$ cat src/rtl/ept_host_block_master_pkg.sv
`default_nettype none
// ============================================================================
// ept_host_block_master_pkg : EPT bus field map, command codes, FSM states
// Rev 1.0
// ============================================================================
package ept_host_block_master_pkg;

    localparam int ADDR_W_DEF = 3;
    localparam int LEN_W_DEF  = 8;
    localparam int DATA_W_DEF = 8;

    localparam int UC_IN_W  = 24;
    localparam int UC_OUT_W = 22;

    localparam int BUSY_BIT    = 23;
    localparam int FIFO_EN_BIT = 22;
    localparam int CMD_HI      = 21;
    localparam int CMD_LO      = 19;
    localparam int ADDR_HI     = 18;
    localparam int ADDR_LO     = 16;
    localparam int LEN_HI      = 15;
    localparam int LEN_LO      = 8;
    localparam int DATA_HI     = 7;
    localparam int DATA_LO     = 0;

    typedef enum logic [2:0] {
        CMD_NONE      = 3'd0,
        CMD_BLOCK_OUT = 3'd2,
        CMD_OUT_CONT  = 3'd3,
        CMD_BLOCK_IN  = 3'd4
    } cmd_e;

    typedef enum logic [3:0] {
        S_IDLE       = 4'd0,
        S_DN_SEL     = 4'd1,
        S_DN_CMD     = 4'd2,
        S_DN_CHECK   = 4'd3,
        S_DN_WAIT    = 4'd4,
        S_DN_STROBE  = 4'd5,
        S_DN_GAP     = 4'd6,
        S_DN_END     = 4'd7,
        S_UP_CHECK   = 4'd8,
        S_UP_STROBE  = 4'd9,
        S_UP_CAPTURE = 4'd10,
        S_UP_GAP     = 4'd11,
        S_UP_DRAIN   = 4'd12
    } state_e;

    function automatic logic is_up_cmd(input logic [2:0] cmd);
        return (cmd == CMD_BLOCK_OUT) || (cmd == CMD_OUT_CONT);
    endfunction

endpackage
`default_nettype wire

$ cat src/rtl/ept_up_holdreg.sv
`default_nettype none
// ============================================================================
// ept_up_holdreg : single-entry valid/ready output register with last flag
// Rev 1.0
// ============================================================================
module ept_up_holdreg #(
    parameter int DATA_W = 8
) (
    input  logic              uc_clk,
    input  logic              uc_reset,
    input  logic              load,
    input  logic [DATA_W-1:0] load_data,
    input  logic              load_last,
    input  logic              flush,
    input  logic              ready,
    output logic              valid,
    output logic [DATA_W-1:0] data,
    output logic              last
);

    // The producer only loads when empty or being accepted, so data never changes under backpressure.
    always_ff @(posedge uc_clk or negedge uc_reset) begin
        if (!uc_reset) begin
            valid <= 1'b0;
            data  <= '0;
            last  <= 1'b0;
        end else if (flush) begin
            valid <= 1'b0;
            last  <= 1'b0;
        end else if (load) begin
            valid <= 1'b1;
            data  <= load_data;
            last  <= load_last;
        end else if (valid && ready) begin
            valid <= 1'b0;
            last  <= 1'b0;
        end
    end

endmodule
`default_nettype wire

$ cat src/rtl/ept_host_block_master.sv
`default_nettype none
// ============================================================================
// ept_host_block_master : host end of the EPT endpoint bus (BLOCK_IN / BLOCK_OUT)
// Optional watchdog: define EPT_XFER_TIMEOUT_EN.   Rev 1.0
// ============================================================================
module ept_host_block_master
    import ept_host_block_master_pkg::*;
#(
    parameter int ADDR_W     = ADDR_W_DEF,
    parameter int LEN_W      = LEN_W_DEF,
    parameter int DATA_W     = DATA_W_DEF,
    parameter int GAP_CYCLES = 1
) (
    input  logic                uc_clk,
    input  logic                uc_reset,
    output logic [UC_IN_W-1:0]  uc_in,
    input  logic [UC_OUT_W-1:0] uc_out,
    input  logic                dn_start,
    input  logic [ADDR_W-1:0]   dn_addr,
    input  logic [LEN_W-1:0]    dn_length,
    input  logic [DATA_W-1:0]   dn_data,
    input  logic                dn_valid,
    output logic                dn_ready,
    output logic                dn_done,
    output logic [ADDR_W-1:0]   up_addr,
    output logic [LEN_W-1:0]    up_length,
    output logic [DATA_W-1:0]   up_data,
    output logic                up_valid,
    input  logic                up_ready,
    output logic                up_last,
    output logic                err
);

    localparam int GAP_W = (GAP_CYCLES > 1) ? $clog2(GAP_CYCLES) : 1;
    localparam logic [GAP_W-1:0] GAP_LOAD = GAP_W'(GAP_CYCLES - 1);

    state_e              state;
    logic                phase;
    logic [GAP_W-1:0]    gap_cnt;
    logic [LEN_W-1:0]    dn_len;
    logic [LEN_W-1:0]    dn_cnt;
    logic [LEN_W-1:0]    up_rem;

    logic                busy;
    logic                fifo_en;
    logic [2:0]          cmd_q;
    logic [ADDR_W-1:0]   addr_q;
    logic [LEN_W-1:0]    len_q;
    logic [DATA_W-1:0]   data_q;

    logic [2:0]          out_cmd;
    logic [ADDR_W-1:0]   out_addr;
    logic [LEN_W-1:0]    out_len;
    logic [DATA_W-1:0]   out_data;

    logic                timeout;
    logic                up_go;
    logic                hold_load;
    logic                hold_flush;

    assign out_cmd  = uc_out[CMD_HI:CMD_LO];
    assign out_addr = uc_out[ADDR_HI:ADDR_LO];
    assign out_len  = uc_out[LEN_HI:LEN_LO];
    assign out_data = uc_out[DATA_HI:DATA_LO];

    assign uc_in = {busy, fifo_en, cmd_q, addr_q, len_q, data_q};

    // A new strobe is allowed only if the output register is free or emptying this cycle.
    assign up_go      = (up_rem != '0) && (!up_valid || up_ready);
    assign hold_load  = (state == S_UP_CAPTURE);
    assign hold_flush = timeout && (state == S_UP_CHECK);

`ifdef EPT_XFER_TIMEOUT_EN
    logic [15:0] wd_cnt;
    logic        waiting;

    assign waiting = ((state == S_DN_WAIT) && !dn_valid) ||
                     ((state == S_UP_CHECK) && up_valid && !up_ready);

    always_ff @(posedge uc_clk or negedge uc_reset) begin
        if (!uc_reset) begin
            wd_cnt <= '0;
        end else if (waiting) begin
            wd_cnt <= wd_cnt + 16'd1;
        end else begin
            wd_cnt <= '0;
        end
    end

    assign timeout = waiting && (wd_cnt == 16'hFFFF);
`else
    assign timeout = 1'b0;
`endif

    ept_up_holdreg #(
        .DATA_W (DATA_W)
    ) u_up_holdreg (
        .uc_clk    (uc_clk),
        .uc_reset  (uc_reset),
        .load      (hold_load),
        .load_data (out_data),
        .load_last (up_rem == '0),
        .flush     (hold_flush),
        .ready     (up_ready),
        .valid     (up_valid),
        .data      (up_data),
        .last      (up_last)
    );

    always_ff @(posedge uc_clk or negedge uc_reset) begin
        if (!uc_reset) begin
            state     <= S_IDLE;
            phase     <= 1'b0;
            gap_cnt   <= '0;
            dn_len    <= '0;
            dn_cnt    <= '0;
            up_rem    <= '0;
            busy      <= 1'b0;
            fifo_en   <= 1'b0;
            cmd_q     <= CMD_NONE;
            addr_q    <= '0;
            len_q     <= '0;
            data_q    <= '0;
            dn_ready  <= 1'b0;
            dn_done   <= 1'b0;
            up_addr   <= '0;
            up_length <= '0;
            err       <= 1'b0;
        end else begin
            dn_done <= 1'b0;
            err     <= 1'b0;
            case (state)
                S_IDLE: begin
                    busy    <= 1'b0;
                    fifo_en <= 1'b0;
                    cmd_q   <= CMD_NONE;
                    addr_q  <= '0;
                    len_q   <= '0;
                    data_q  <= '0;
                    if (is_up_cmd(out_cmd)) begin
                        up_addr   <= out_addr;
                        up_length <= out_len;
                        up_rem    <= out_len;
                        state     <= S_UP_CHECK;
                    end else if (dn_start) begin
                        dn_len <= dn_length;
                        busy   <= 1'b1;
                        addr_q <= dn_addr;
                        state  <= S_DN_SEL;
                    end
                end
                S_DN_SEL: begin
                    cmd_q <= CMD_BLOCK_IN;
                    len_q <= dn_len;
                    phase <= 1'b0;
                    state <= S_DN_CMD;
                end
                S_DN_CMD: begin
                    if (!phase) begin
                        phase <= 1'b1;
                    end else begin
                        dn_cnt <= '0;
                        cmd_q  <= CMD_NONE;
                        len_q  <= '0;
                        state  <= S_DN_CHECK;
                    end
                end
                S_DN_CHECK: begin
                    if (dn_cnt < dn_len) begin
                        dn_ready <= 1'b1;
                        state    <= S_DN_WAIT;
                    end else begin
                        busy    <= 1'b0;
                        addr_q  <= '0;
                        data_q  <= '0;
                        dn_done <= 1'b1;
                        phase   <= 1'b0;
                        state   <= S_DN_END;
                    end
                end
                S_DN_WAIT: begin
                    if (timeout) begin
                        dn_ready <= 1'b0;
                        err      <= 1'b1;
                        busy     <= 1'b0;
                        addr_q   <= '0;
                        data_q   <= '0;
                        dn_done  <= 1'b1;
                        phase    <= 1'b0;
                        state    <= S_DN_END;
                    end else if (dn_valid) begin
                        dn_ready <= 1'b0;
                        data_q   <= dn_data;
                        fifo_en  <= 1'b1;
                        state    <= S_DN_STROBE;
                    end
                end
                S_DN_STROBE: begin
                    fifo_en <= 1'b0;
                    dn_cnt  <= dn_cnt + 1'b1;
                    gap_cnt <= GAP_LOAD;
                    state   <= S_DN_GAP;
                end
                S_DN_GAP: begin
                    if (gap_cnt == '0) begin
                        state <= S_DN_CHECK;
                    end else begin
                        gap_cnt <= gap_cnt - 1'b1;
                    end
                end
                S_DN_END: begin
                    if (!phase) begin
                        phase <= 1'b1;
                    end else begin
                        state <= S_IDLE;
                    end
                end
                S_UP_CHECK: begin
                    if (timeout) begin
                        err   <= 1'b1;
                        state <= S_UP_DRAIN;
                    end else if (up_rem == '0) begin
                        state <= S_UP_DRAIN;
                    end else if (up_go) begin
                        fifo_en <= 1'b1;
                        state   <= S_UP_STROBE;
                    end
                end
                S_UP_STROBE: begin
                    fifo_en <= 1'b0;
                    up_rem  <= up_rem - 1'b1;
                    state   <= S_UP_CAPTURE;
                end
                S_UP_CAPTURE: begin
                    gap_cnt <= GAP_LOAD;
                    state   <= S_UP_GAP;
                end
                // The last gap cycle folds in the next-strobe decision to sustain 2+GAP_CYCLES per byte.
                S_UP_GAP: begin
                    if (gap_cnt != '0) begin
                        gap_cnt <= gap_cnt - 1'b1;
                    end else if (up_rem == '0) begin
                        state <= S_UP_DRAIN;
                    end else if (up_go) begin
                        fifo_en <= 1'b1;
                        state   <= S_UP_STROBE;
                    end else begin
                        state <= S_UP_CHECK;
                    end
                end
                S_UP_DRAIN: begin
                    if ((out_cmd == CMD_NONE) && (!up_valid || up_ready)) begin
                        state <= S_IDLE;
                    end
                end
                default: begin
                    state <= S_IDLE;
                end
            endcase
        end
    end

endmodule
`default_nettype wire

$ cat config.mk
export PLATFORM = sky130hd
export DESIGN_NAME = ept_host_block_master
export DESIGN_NICKNAME = d
export VERILOG_FILES = /design/src/rtl/ept_host_block_master_pkg.sv /design/src/rtl/ept_up_holdreg.sv /design/src/rtl/ept_host_block_master.sv
export SDC_FILE = /design/constraint.sdc
export NUM_CORES = 1
export LEC_CHECK = 0
export CAP_MARGIN = 10
export CORE_ASPECT_RATIO = 1.5
export CORE_UTILIZATION = 35
export CTS_BUF_LIST = sky130_fd_sc_hd__clkbuf_4
export DETAILED_ROUTE_END_ITERATION = 7
export GPL_TIMING_DRIVEN = 0
export PLACE_DENSITY = 0.63
export SLEW_MARGIN = 20
export SYNTH_ARGS = -nofsm -noshare
export SYNTH_HDL_FRONTEND = slang
export SYNTH_HIERARCHICAL = 1
export SYNTH_SLANG_ARGS = --single-unit
$ cat constraint.sdc
create_clock -name uc_clk -period 2.7 [get_ports uc_clk]
set_clock_uncertainty 0.05 [all_clocks]
set_input_delay 0.675 -clock uc_clk [delete_from_list [all_inputs] [get_ports uc_clk]]
set_output_delay 0.675 -clock uc_clk [all_outputs]
set_load 0.03 [all_outputs]
# After elaboration in Yosys (flattened, before gate mapping)
# Index checks and enable logic that the tools add are counted.
[word_totals]
ff_bits = 77
latchBits = 0
mem_bits_rw = 0
romBits = 0
inputBits = 46
out_inout_bits = 48
wordCells = 132
memories = 0
[classes]
add_sub_neg = 3
mul = 0
div_mod_pow = 0
n_lt_le_gt_ge = 1
eq_ne = 25
shift = 0
muxes = 48
bitwise_logic = 1
reduce_logical = 35
[ops]
columns = ["cell", "count"]
rows = [
  ["$pmux 4 s13", 1],
  ["$pmux 8 s3", 2],
  ["$mux 4", 10],
  ["$mux 8", 4],
  ["$pmux 8 s2", 2],
  ["$eq 4x4->1 const B", 5],
  ["$ne 2x2->1 const B", 9],
  ["$eq 4x3->1 const B", 4],
  ["$mux 1", 16],
  ["$mux 3", 5],
  ["$reduce_and 2->1", 6],
  ["$reduce_and 3->1", 4],
  ["$reduce_bool 2->1", 6],
  ["$pmux 3 s3", 1],
  ["$reduce_bool 3->1", 3],
  ["$add 8x1->8 const B", 1],
  ["$eq 4x2->1 const B", 2],
  ["$logic_not 8->1", 1],
  ["$lt 8x8->1", 1],
  ["$reduce_and 8->1", 1],
  ["$reduce_bool 8->1", 1],
  ["$sub 8x1->8 const B", 1],
  ["$eq 3x2->1 const B", 2],
  ["$pmux 1 s2", 3],
  ["other kinds (17)", 22],
]

# Depth between registers and ports, before layout
[depth]
depth_word = 7
mapped_depth = 7
depth_no_buf = 7

# By module
# The synthesis kept the hierarchy.
[modules_own_cells]
columns = ["mod", "instances", "cells_per_inst", "area_per_inst_um2", "seq_area_each_um2"]
rows = [
  ["ept_host_block_master", 1, 321, 3166.8, 1601.5],
  ["ept_up_holdreg", 1, 27, 427.9, 250.2],
]

# Least setup slack after synthesis
# Ideal clock, no wire load.
[synth_path]
kind = "register -> register"
startpoint = "register dn_cnt[1]"
endpoint = "register data_q[0]"
arrival_ns = 1.661
setup_slack_ns = 0.923
stages_incl_launch_ff = 6
path_buffers = 0
cell_sequence = "dfrtp_1 -> ha_1 -> a2111oi_4 -> o31ai_2 -> o31ai_4 -> a22o_1"
[synth_between]
elab_chain_cells = 3
[synth_lines]
columns = ["element", "line_no", "rtl"]
rows = [
  ["start, declared", "ept_host_block_master.sv:41", "logic [LEN_W-1:0] dn_cnt;"],
  ["start signal, assigned", "ept_host_block_master.sv:200", "dn_cnt <= dn_cnt + 1'b1;"],
  ["$lt 8x8->1", "ept_host_block_master.sv:169", "if (dn_cnt < dn_len) begin"],
  ["$ne 2x2->1 (no line)", "--", ""],
  ["$reduce_and 3->1 (no line)", "--", ""],
  ["end signal, assigned", "ept_host_block_master.sv:193", "data_q <= dn_data;"],
  ["end, declared", "ept_host_block_master.sv:49", "logic [DATA_W-1:0] data_q;"],
]
# No other way between the ends.
# A chain may end at the register's enable or synchronous reset.

# Worst setup path in the final report
[layout_path]
startpoint = "register fifo_en"
endpoint = "output uc_in[22]"
[layout_lines]
columns = ["element", "line_no", "rtl"]
rows = [
  ["start, declared", "ept_host_block_master.sv:45", "logic fifo_en;"],
  ["start signal, assigned", "ept_host_block_master.sv:119", "fifo_en <= 1'b0;"],
  ["start signal, assigned", "ept_host_block_master.sv:135", "fifo_en <= 1'b0;"],
  ["start signal, assigned", "ept_host_block_master.sv:194", "fifo_en <= 1'b1;"],
  ["end, declared", "ept_host_block_master.sv:16", "output logic [UC_IN_W-1:0] uc_in,"],
]
# No word-level cell between the ends.

==> results_dict.tcl <==
set metrics [dict create \
    status "complete, but fails checks" \
    violations "design-rule violations" \
    startpoint "fifo_en" \
    rows 45 \
    yosys_register_bits 74 \
    fmax_mhz 427 \
    slew_violations 0 \
    r2r-start "dn_cnt[7]" \
    ys_warn_count 6 \
    grt_max_degree 39 \
    fin_crit_ns 2.34 \
    final-setup-viol-count 0 \
    cts_buffers 9 \
    crit_arrival_ns 1.62 \
    critPathKind "register to primary output" \
    synth_cell_types 60 \
    clockBufferDepth 2 \
    htree_levels 3 \
    avgSynthCellArea_sq_um 10.3 \
    crit_chain "buf_4, clkdlybuf4s50_1" \
    async_flop_share_pct 100 \
    powerDensity_nw_per_um2 1070 \
    die_x_um 84.7 \
    cp.required_ns 1.98 \
    drc 4 \
    synth_area_sq_um 3590 \
    cts_tree "built" \
    cts_hold_buffers 0 \
    initial_utilization_pct 35.7 \
    fillCellCount 959 \
    cts.sinks 74 \
    crit_fanout 4 \
    globalplace.congestion 0.909 \
    place_ws_ns 0.0491 \
    vias_per_cell 5.18 \
    die-area_sq_um 10700 \
    postRouteAntennaNets 0 \
    ir_drop_mv 0.593 \
    cp_top_family "buffers and inverters" \
    gr-total-overflow 0 \
    track_usage_pct 17.0 \
    yosysMostFrequentCell "dfrtp_1" \
    clk_latency_ns 0.42 \
    finalNetCount 510 \
    grt_pass1_wl_um 14300 \
    ys_seq_area_share_pct 51.5 \
    worstMarginPinSlew_ns 0.719 \
    fin_ws_ns 0.355 \
    grt_setup_unrepaired "no" \
    dp_hpwl_um 6200 \
    post-route-period-util_pct 86.8 \
    dr_total_vias 2991 \
    endpoint_kind "primary output" \
    min_path_type "primary input to asynchronous set/reset pin" \
    yosysTopAreaCellShare_pct 51.5 \
    ios 94 \
    cp-start-kind "register" \
    antenna_found_initial 0 \
    path_buf_inv 2 \
    synthTopCellsByArea "dfrtp_1, nand2_1, a22o_1, mux2_4, o21ai_0" \
    port_buffers 90 \
    dr.pass1.iters 8 \
    postCtsSetupBuffers 0 \
    clk_pin_slew_ns 0.12 \
    fin_util_pct 48.0 \
    leakagePower_nw 2.18 \
    maxCapViolations 0 \
    finalHoldViolCount 0 \
    layout-drive-gt1-share_pct 11.5 \
    core-area_sq_um 10100 \
    wl_per_cell_um 14.6 \
    clockRootBuffer "clkbuf_4" \
    grt_pass1_vias 3076 \
    slew_headroom_pct 51.8 \
    slowest_delay_ns 0.65 \
    drt_first_iter_violations 137 \
    ys.flop_type "dfrtp_1" \
    crit_slowest_cell "clkdlybuf4s50_1" \
    synth_edf_count 0 \
    yosys.area.top_type "dfrtp_1" \
    cts_resized 0 \
    diodes 0 \
    syn_inst 348 \
    area_growth_pct 34.6 \
    die_h_um 126 \
    ys_top_cells_by_count "dfrtp_1, nand2_1, o21ai_0" \
    wl_um 8430 \
]
-- final timing paths --
path / to / slack, ns / cells after the start
worst max-delay path: uc_in[22] / 0.36 / 2
worst min-delay path: u_up_holdreg/data[3] / 0.15 / 1
worst max register to register: data_q[7] / 0.62 / 5
worst min register to register: cmd_q[2] / 0.44 / 1
max in group asynchronous: addr_q[1] / 1.89 / 2
min in group uc_clk: cmd_q[2] / 0.44 / 1
-- state kept, by name, summed over array words and instances, names as in the netlist --
| name | count |
|---|---|
| u_up_holdreg/last | 1 |
| dn_done | 1 |
| fifo_en | 1 |
| u_up_holdreg/data | 8 |
| cmd_q | 1 |
| dn_ready | 1 |
| up_addr | 3 |
| addr_q | 3 |
| up_rem | 8 |
| busy | 1 |
| up_length | 8 |
| data_q | 8 |
| dn_len | 8 |
| u_up_holdreg/valid | 1 |
| phase | 1 |
| dn_cnt | 8 |
| len_q | 8 |
| state | 4 |
-- through the flow --
stage          power, mW  std cells  instance area, sq um  hold slack [ns]  TNS [ns]
4_1_cts             5.24        577                  4840            0.141         0
2_1_floorplan       3.50        353                  3610            0.329         0
5_1_grt             5.55        577                  4840            0.159         0
6_report            5.19        577                  4840            0.147         0
3_5_place_dp        4.42        561                  4680            0.414         0
3_3_place_gp        4.38        560                  4660            0.407   -130.36
-- per-layer routing --
layer,GRT usage [%],vias to the layer above,share of wire (%)
met4,7.18,0,2.0
met2,29.0,99,50
met3,5.05,16,6.8
met5,0,-,0
li1,-,1451,-
met1,19.7,1425,41
-- cell families (layout without fill, tap and decap cells) --
| family | after synthesis | after routing | share of synthesized area [%] |
|---|---|---|---|
| simple gates | 128 | 128 | 17.4 |
| buf+inv | 31 | 138 | 4.28 |
| other cells | 1 | 6 | 0.104 |
| fa+ha+maj | 9 | 9 | 3.13 |
| xor+xnor | 1 | 1 | 0.244 |
| compound gates | 93 | 93 | 19.1 |
| mux | 11 | 11 | 4.21 |
| flops | 74 | 74 | 51.5 |
-- layout by cell type, fill, tap and decap left out, types with 3 or more instances in the layout --
cell type and instances:
nand4_1 4, a211oi_1 3, a22o_1 22, nor2_2 3, o21ai_1 4, mux2_4 8, clkbuf_4 11, inv_1 15
ha_1 9, buf_2 6, a21o_1 3, o21ai_0 23, nor4_1 3, nor2_1 20, conb_1 6, a31oi_1 5
nor3_1 4, nand3_1 9, clkdlybuf4s50_1 89, nand2_1 59, a21oi_1 10, o21a_1 3, nand2b_1 5, nor2b_1 5
dfrtp_1 74, buf_4 7, o211ai_1 3
-- final cells by class --
| class | instances | area (sq um) | share of cell area (%) |
|---|---|---|---|
| timing repair buffer | 91 | 918 | 19.0 |
| tap | 117 | 146 | 3.02 |
| clock inverter | 5 | 78.8 | 1.63 |
| clock buffer | 11 | 82.6 | 1.71 |
| buffer | 16 | 97.6 | 2.02 |
| multi-input combinational | 248 | 1610 | 33.2 |
| sequential | 74 | 1850 | 38.3 |
| inverter | 15 | 56.3 | 1.16 |
-- power by group --
part	leakage (nW)	total [mW]	switching [mW]	internal, mW
Clock	0.0807	0.782	0.389	0.394
Sequential	0.949	1.80	0.281	1.52
Combinational	1.15	2.61	1.48	1.13
No activity file was read; power rests on OpenSTA's default activity.
